**config.mk**
```make
export PLATFORM = sky130hd
export DESIGN_NAME = vga_map_arbiter
export DESIGN_NICKNAME = d
export VERILOG_FILES = /design/src/rtl/vga_map_arbiter.sv
export SDC_FILE = /design/constraint.sdc
export NUM_CORES = 1
export LEC_CHECK = 0
export ABC_CLOCK_PERIOD_IN_PS = 6000
export BUFFER_PORTS_ARGS = -buffer_cell sky130_fd_sc_hd__buf_4
export CORE_ASPECT_RATIO = 0.7
export CORE_MARGIN = 3
export CORE_UTILIZATION = 63
export DETAILED_ROUTE_END_ITERATION = 8
export GPL_TIMING_DRIVEN = 0
export PLACE_DENSITY = 0.84
export REMOVE_ABC_BUFFERS = 1
export SETUP_SLACK_MARGIN = 0.3
export SLEW_MARGIN = 20
export SYNTH_ARGS = -nofsm -noshare
export SYNTH_HDL_FRONTEND = slang
export SYNTH_SLANG_ARGS = --single-unit
```
**constraint.sdc**
```tcl
create_clock -name i_clk -period 6 [get_ports i_clk]
set_clock_uncertainty 0.2 [all_clocks]
set_input_delay 1.2 -clock i_clk [delete_from_list [all_inputs] [get_ports i_clk]]
set_output_delay 1.2 -clock i_clk [all_outputs]
set_load 0.05 [all_outputs]
```
**src/rtl/vga_map_arbiter.sv**
```systemverilog
// Time-shares the single-port tile-map RAM between game-logic accesses and a
// per-hblank burst that copies the next scan line's map row into a local buffer.
module vga_map_arbiter #(
    parameter int TILE_SHIFT = 5,
    parameter int MAP_W      = 20,
    parameter int MAP_H      = 15,
    parameter int AW         = 9,
    parameter int DW         = 4
) (
    input  logic          i_clk,
    input  logic          i_rst_n,
    input  logic [9:0]    i_pixel_x,
    input  logic [9:0]    i_pixel_y,
    input  logic          i_video_on,
    input  logic          i_g_req,
    input  logic          i_g_we,
    input  logic [AW-1:0] i_g_addr,
    input  logic [DW-1:0] i_g_wdata,
    output logic          o_g_ack,
    output logic [DW-1:0] o_g_rdata,
    output logic [AW-1:0] o_ram_addr,
    output logic          o_ram_we,
    output logic [DW-1:0] o_ram_wdata,
    input  logic [DW-1:0] i_ram_rdata,
    output logic [DW-1:0] o_tile_code,
    output logic          o_tile_valid,
    output logic          o_fetch_busy
);

    localparam int              CW       = $clog2(MAP_W);
    localparam logic [AW-1:0]   MAP_SIZE = AW'(MAP_W * MAP_H);
    localparam logic [AW-1:0]   MAP_W_V  = AW'(MAP_W);
    localparam logic [10:0]     Y_LIMIT  = 11'(MAP_H << TILE_SHIFT);
    localparam logic [CW-1:0]   COL_LAST = CW'(MAP_W - 1);

    typedef enum logic [2:0] {IDLE, GAME, GWAIT, FETCH, FLUSH} state_t;

    state_t        r_state;
    state_t        w_next;
    logic [CW-1:0] r_col;
    logic          r_video_d;
    logic          r_evt_pend;
    logic [AW-1:0] r_row_base;
    logic [DW-1:0] r_rowbuf [MAP_W];
    logic          r_g_rd;
    logic          r_g_oor;
    logic [DW-1:0] r_g_rdata;
    logic [DW-1:0] r_tile_code;
    logic          r_tile_valid;

    logic          w_fall;
    logic          w_busy;
    logic [10:0]   w_y_next;
    logic          w_wrap;
    logic [AW-1:0] w_target_row;
    logic [AW-1:0] w_row_base;
    logic          w_g_oor;
    logic [9:0]    w_tile_idx;
    logic          w_tile_in_range;
    logic [DW-1:0] w_rd_val;

    assign w_fall          = r_video_d & ~i_video_on;
    assign w_busy          = (r_state == FETCH) || (r_state == FLUSH);
    assign w_y_next        = {1'b0, i_pixel_y} + 11'd1;
    assign w_wrap          = (w_y_next >= Y_LIMIT);
    assign w_target_row    = w_wrap ? '0 : AW'(w_y_next >> TILE_SHIFT);
    assign w_g_oor         = (i_g_addr >= MAP_SIZE);
    assign w_tile_idx      = i_pixel_x >> TILE_SHIFT;
    assign w_tile_in_range = (w_tile_idx < 10'(MAP_W));
    assign w_rd_val        = r_g_oor ? '0 : i_ram_rdata;

    // Constant-coefficient multiply by MAP_W as a sum of shifted copies.
    always_comb begin
        w_row_base = '0;
        for (int b = 0; b < AW; b++) begin
            if (MAP_W_V[b]) begin
                w_row_base = w_row_base + (w_target_row << b);
            end
        end
    end

    always_comb begin
        w_next      = r_state;
        o_ram_addr  = '0;
        o_ram_we    = 1'b0;
        o_ram_wdata = '0;
        o_g_ack     = 1'b0;
        case (r_state)
            IDLE: begin
                if (r_evt_pend) begin
                    w_next = FETCH;
                end else if (i_g_req) begin
                    w_next = GAME;
                end
            end
            GAME: begin
                o_ram_addr  = i_g_addr;
                o_ram_we    = i_g_we & ~w_g_oor;
                o_ram_wdata = i_g_wdata;
                w_next      = GWAIT;
            end
            GWAIT: begin
                o_g_ack = 1'b1;
                w_next  = r_evt_pend ? FETCH : IDLE;
            end
            FETCH: begin
                o_ram_addr = r_row_base + AW'(r_col);
                if (r_col == COL_LAST) begin
                    w_next = FLUSH;
                end
            end
            FLUSH: begin
                w_next = IDLE;
            end
            default: begin
                w_next = IDLE;
            end
        endcase
    end

    always_ff @(posedge i_clk or negedge i_rst_n) begin
        if (!i_rst_n) begin
            r_state    <= IDLE;
            r_col      <= '0;
            r_video_d  <= 1'b0;
            r_evt_pend <= 1'b0;
            r_row_base <= '0;
            r_g_rd     <= 1'b0;
            r_g_oor    <= 1'b0;
            r_g_rdata  <= '0;
        end else begin
            r_state   <= w_next;
            r_video_d <= i_video_on;
            // A refill event that lands while a burst already owns the RAM is dropped.
            if (w_fall && !w_busy) begin
                r_evt_pend <= 1'b1;
                r_row_base <= w_row_base;
            end else if (r_state == FETCH) begin
                r_evt_pend <= 1'b0;
            end
            r_col <= (r_state == FETCH && r_col != COL_LAST) ? r_col + CW'(1) : '0;
            if (r_state == GAME) begin
                r_g_rd  <= ~i_g_we;
                r_g_oor <= w_g_oor;
            end
            if (r_state == GWAIT && r_g_rd) begin
                r_g_rdata <= w_rd_val;
            end
        end
    end

    // RAM data lags the address by one cycle, so each column lands one cycle late.
    always_ff @(posedge i_clk or negedge i_rst_n) begin
        if (!i_rst_n) begin
            for (int i = 0; i < MAP_W; i++) begin
                r_rowbuf[i] <= '0;
            end
            r_tile_code  <= '0;
            r_tile_valid <= 1'b0;
        end else begin
            if (r_state == FETCH && r_col != '0) begin
                r_rowbuf[r_col - CW'(1)] <= i_ram_rdata;
            end
            if (r_state == FLUSH) begin
                r_rowbuf[MAP_W-1] <= i_ram_rdata;
            end
            r_tile_valid <= i_video_on;
            r_tile_code  <= (i_video_on && w_tile_in_range) ? r_rowbuf[w_tile_idx[CW-1:0]] : '0;
        end
    end

    assign o_g_rdata    = (r_state == GWAIT && r_g_rd) ? w_rd_val : r_g_rdata;
    assign o_fetch_busy = w_busy;
    assign o_tile_code  = r_tile_code;
    assign o_tile_valid = r_tile_valid;

endmodule

```
Word level (Yosys, flattened, before mapping)
Index checks and enable logic that the tools add are counted.
- register bits: 109
- input bits: 42
- output and inout bits: 25
- logic and storage cells: 92
- $add $sub $neg: 5
- magnitude comparators: 6
- equality and inequality tests: 8
- multiplexer cells: 24
- bitwise gates (word level): 7
- reduce and logical (&&, ||, !) cells: 13
- operators with widths (kind ; number):
    bitwise mux 80 bit ; 1
    two-way mux 4 bit ; 9
    binary-select mux 4 bit (select 5 bit) ; 1
    demux 4 bit (select 5 bit) ; 1
    case mux 9 bit (2 select lines) ; 1
    greater-or-equal comparator 6 bit, second input constant ; 2
    NOT 5 -> 6 bit ; 2
    case mux 3 bit (4 select lines) ; 1
    adder 10 x 1 -> 11 bit, second input constant ; 1
    greater-or-equal comparator 11 x 9 -> 1 bit, second input constant ; 1
    adder 8 x 9 -> 9 bit ; 1
    adder 9 x 5 -> 9 bit ; 1
    greater-or-equal comparator 9 bit, second input constant ; 1
    two-way mux 3 bit ; 3
    == test 3 x 2 -> 1 bit, second input constant ; 2
    logical AND 1 bit ; 6
    < comparator 6 x 1 -> 1 bit, second input constant ; 1
    two-way mux 6 bit ; 1
    adder 5 x 1 -> 5 bit, second input constant ; 1
    == test 5 bit, second input constant ; 1
    < comparator 5 bit, second input constant ; 1
    two-way mux 5 bit ; 1
    inequality test 5 bit, second input constant ; 1
    nonzero test 5 bit ; 1
    14 further kinds ; 21

Longest topological paths before layout
- depth in word-level cells: 9
- depth in mapped cells: 12
- mapped depth without buffers: 12

Worst setup path after synthesis
Ideal clock, no wire load.
- kind: flip-flop to output port
- start point: register r_col[3]
- end point: output o_ram_addr[8]
- data arrival time: 2573 ps
- required time: 4600 ps
- slack: 2027 ps
- cell stages (with the launch flop): 8
- buffers on the path: 1
- path through: dfrtp_1 -> buf_2 -> inv_1 -> fa_1 -> nor2b_1 -> o2111ai_1 -> xor2_1 -> o21ai_0
- cells in the longest elaborated chain, start to end: 2
- ends and longest elaborated chain (item ; RTL line ; RTL):
    start: declaration ; 40 ; logic [CW-1:0] r_col;
    start signal: assignment ; 141 ; r_col <= (r_state == FETCH && r_col != COL_LAST) ? r_col + CW'(1) : '0;
    adder 9 x 5 -> 9 bit ; 107 ; o_ram_addr = r_row_base + AW'(r_col);
    case mux 9 bit (2 select lines) ; 88 ; case (r_state)
    end: declaration ; 21 ; output logic [AW-1:0] o_ram_addr,
Every way passes these cells.

Worst setup path in the final report
- start point: register r_col[2]
- end point: output o_ram_addr[8]
The elaborated chain is that of the path after synthesis.

==> key figures <==
Yosys
  – Number of synthesized register bits: 107
  – Netlist cell types: 63
  – Syn. warnings: 0
  – Syn Area/Cell: 12.15 µm²
  – FFs w/ async S/R, synth: 100.0%
  – Synth top area share: 47.11%
  – Sequential-to-total area share from yosys stat: 47.11%
  – Top post-synthesis cells by count: 107 x dfrtp_1, 74 x mux2_2, 37 x nand2_1, 24 x o21ai_0, 22 x nor2_1
  – Synth Area in Adders: 3.566%
  – Mapped Area: 5684 µm²
  – Synth area leaders: dfrtp_1 47%, mux2_2 15%, mux4_2 4.8%, mux2i_1 3.2%, ha_1 2.9%
  – XOR/XNOR share of the synthesized area: 1.387%
  – Post-synth EDFFs: 0
  – Most used DFF post-synth: dfrtp_1
  – Synth area leader: dfrtp_1
  – Cells after Synth: 468
  – Synth Area in Compound Gates: 9.729%
  – Post-synthesis simple-gate area fraction: 10.85%
  – Mux cell area share after synthesis: 24.50%
  – Largest family of logic cells by synthesized area: multiplexers
  – Most frequent cell after synthesis: dfrtp_1

Power
  – Total Power: 2.267 mW
  – VDD IR-drop max: 181.8 µV
  – Sw Pwr: 0.8195 mW
  – P_int: 1.447 mW
  – PD cells: 348.8 nW/µm²
  – Clock share of power: 26.1%
  – Sw Ratio: 36.15%
  – Combinational Power Share: 33.1%
  – Sequential power share: 40.8%
  – P_leak: 2.885 nW

Worst setup path
  – Crit start category: register
  – Max FO, Critical Path: 12
  – Worst reg2reg path depth: 7
  – CP Class: reg2out
  – CP Data Arrival Time: 2.62 ns
  – Crit Reg-Reg Endpoint: r_rowbuf[36]
  – Worst R2R Start: r_col[0]
  – Req. time, crit path: 4.60 ns
  – Worst Setup End Kind: output pin
  – Register-to-register setup slack: 3.15 ns

Hold path
  – Worst Hold End: r_rowbuf[30]
  – Hold Crit Depth: 1
  – Worst Hold Class: reg2reg
  – Hold path start: r_rowbuf[30]

Clock network
  – CTS tree: built
  – Clock Pin Slew Worst Setup and Hold Paths: 0.07 ns
  – Post-cts sizing count: 0
  – Htree depth: 3
  – CTS buffer count: 9
  – Skew-Pair Late Insertion Delay: 0.35 ns
  – Post-CTS Setup Inserts: 0
  – Cts hold-fix bufs: 0
  – Max clock buf depth: 2
  – Clock sink count: 107
  – CTS root buf: clkbuf_16

Global route
  – First-pass GRT wire length: 20,240 µm
  – GR Util All Layers: 25.49%
  – Vias in the first global route: 3,997
  – Overflow after GRT: 0
  – Largest net degree at the start of global routing: 108
  – Initial antenna violation count: 0
  – Global routing's busiest layer: met2
  – GR Layer Usage met3: 5.730%
  – Met1 Use GR: 35.28%
  – Met2 Use GR: 41.19%

Floorplan
  – IO Count: 67
  – Die Span X: 119.5 µm
  – Die area: 10,220 µm²
  – Row count: 28
  – Die Y: 85.47 µm
  – Core area: 8618 µm²
  – Starting Density: 65.96%

STA
  – Peak Freq: 248.6 MHz
  – Hold Vio Cnt, Final: 0
  – Tcrit/Tclk final: 67.05%
  – TNS Setup: 0 ns
  – RSZ-0062 raised after global routing: false
  – Slew HR: 37.85%
  – Final Setup Violations: 0
  – Min cycle time layout: 4.023 ns
  – Final Max Tran Viols: 0
  – Slew of the pin with the lowest slew margin: 0.9323 ns

Cells and area
  – Ratio of cells with drive above 1 in the final layout: 37.57%
  – Final instance area: 6497 µm²
  – P&R area growth vs syn: 14.31%
  – Fin nets: 579
  – Antenna diode count: 0

Place
  – PortBufs: 61
  – Area after DPL: 6198 µm²
  – Detailed-placement wirelength estimate: 8559 µm
  – Final Wtd Congestion: 0.8165

Routing
  – Vias post-DR: 3,826
  – DRT Pass-1 Iters: 4
  – WL/cell: 18.95 µm
  – ANT nets after route: 0
  – Via density: 5.913
  – DRC: 0
  – Total wire length: 12,260 µm
  – Drt initial violations: 241

Run
  – Max Cap Violations: 0

Run status
  – Status: complete, no violations
-- routing by layer --
layer	routed length [µm]	share of wire (%)	vias to the layer above
met3	672	5.5	17
met1	5480	45	1904
met2	5944	48	106
met4	163	1.3	0
met5	0	0	-
li1	-	-	1799
-- state kept, by name (all words and copies together), names as in the netlist --
signal and flops:
o_tile_code 4, o_tile_valid 1, r_col 5, r_evt_pend 1, r_g_oor 1, r_g_rd 1, r_g_rdata 4, r_row_base 7
r_rowbuf 80, r_state 3
-- cells by family (layout without fill, tap and decap cells) --
logic type,after synthesis,after routing
flops,107,107
simple gates,114,114
buf+inv,32,90
fa+ha+maj,15,15
xor+xnor,9,9
mux,112,112
other cells,1,2
compound gates,78,78
-- final cells by class --
class	count	area, µm²
clock inverters	7	73.82
flip-flops and latches	107	2678
inverters	12	45.04
fillers	571	2121
repair buffers	62	469.2
well taps	120	150.1
clock buffers	9	225.2
multi-input cells	330	2856
-- critical path, stage by stage (launching register included) --
cell and delay, ns:
dfrtp_1 0.58, ha_1 0.25, inv_1 0.06, fa_1 0.40, nor2b_1 0.22, o2111ai_1 0.18
xor2_1 0.19, o21ai_0 0.16, buf_4 0.23
-- power by group through the flow --
stage	clock network [mW]	logic, mW	registers (mW)
6_report	0.591	0.751	0.925
5_1_grt	0.632	0.809	0.938
4_1_cts	0.601	0.754	0.923
3_5_place_dp	0	0.746	0.934
3_3_place_gp	0	0.718	0.923
2_1_floorplan	0	0.519	0.916
-- worst max-delay path by stage --
| stage | start | end | slack [ns] | depth (start not counted) |
|---|---|---|---|---|
| CTS | r_col[2] | o_ram_addr[8] | 1.99 | 8 |
| finish | r_col[2] | o_ram_addr[8] | 1.98 | 8 |
| floorplan | r_col[2] | o_ram_addr[8] | 1.95 | 7 |
| global placement | i_pixel_y[1] | r_row_base[8] | 2.34 | 12 |
| global route | r_col[2] | o_ram_addr[8] | 1.82 | 8 |
| detailed placement | i_pixel_y[1] | r_row_base[8] | 2.21 | 13 |
-- placed cells by master, fill, tap and decap left out, drive strengths merged, types with 6 or more instances in the layout --
| cell type | count |
|---|---|
| clkbuf | 9 |
| mux2i | 18 |
| and2 | 12 |
| nand2 | 37 |
| a21oi | 14 |
| mux4 | 12 |
| nor2 | 22 |
| nor2b | 9 |
| inv | 14 |
| dfrtp | 107 |
| xor2 | 6 |
| buf | 62 |
| a22oi | 6 |
| ha | 13 |
| mux2 | 82 |
| o21ai | 29 |
-- metrics by stage --
stage | cells | util, % | setup slack, ns | hold slack (ns)
6_report | 647 | 75.39 | 1.977 | 0.2911
4_1_cts | 647 | 75.39 | 1.989 | 0.2919
3_5_place_dp | 631 | 71.92 | 2.211 | 0.2713
3_3_place_gp | 630 | 71.73 | 2.344 | 0.2640
2_1_floorplan | 449 | - | 1.948 | 0.2532
5_1_grt | 647 | 75.39 | 1.820 | 0.3083
Power figures use the tool's default switching activity.
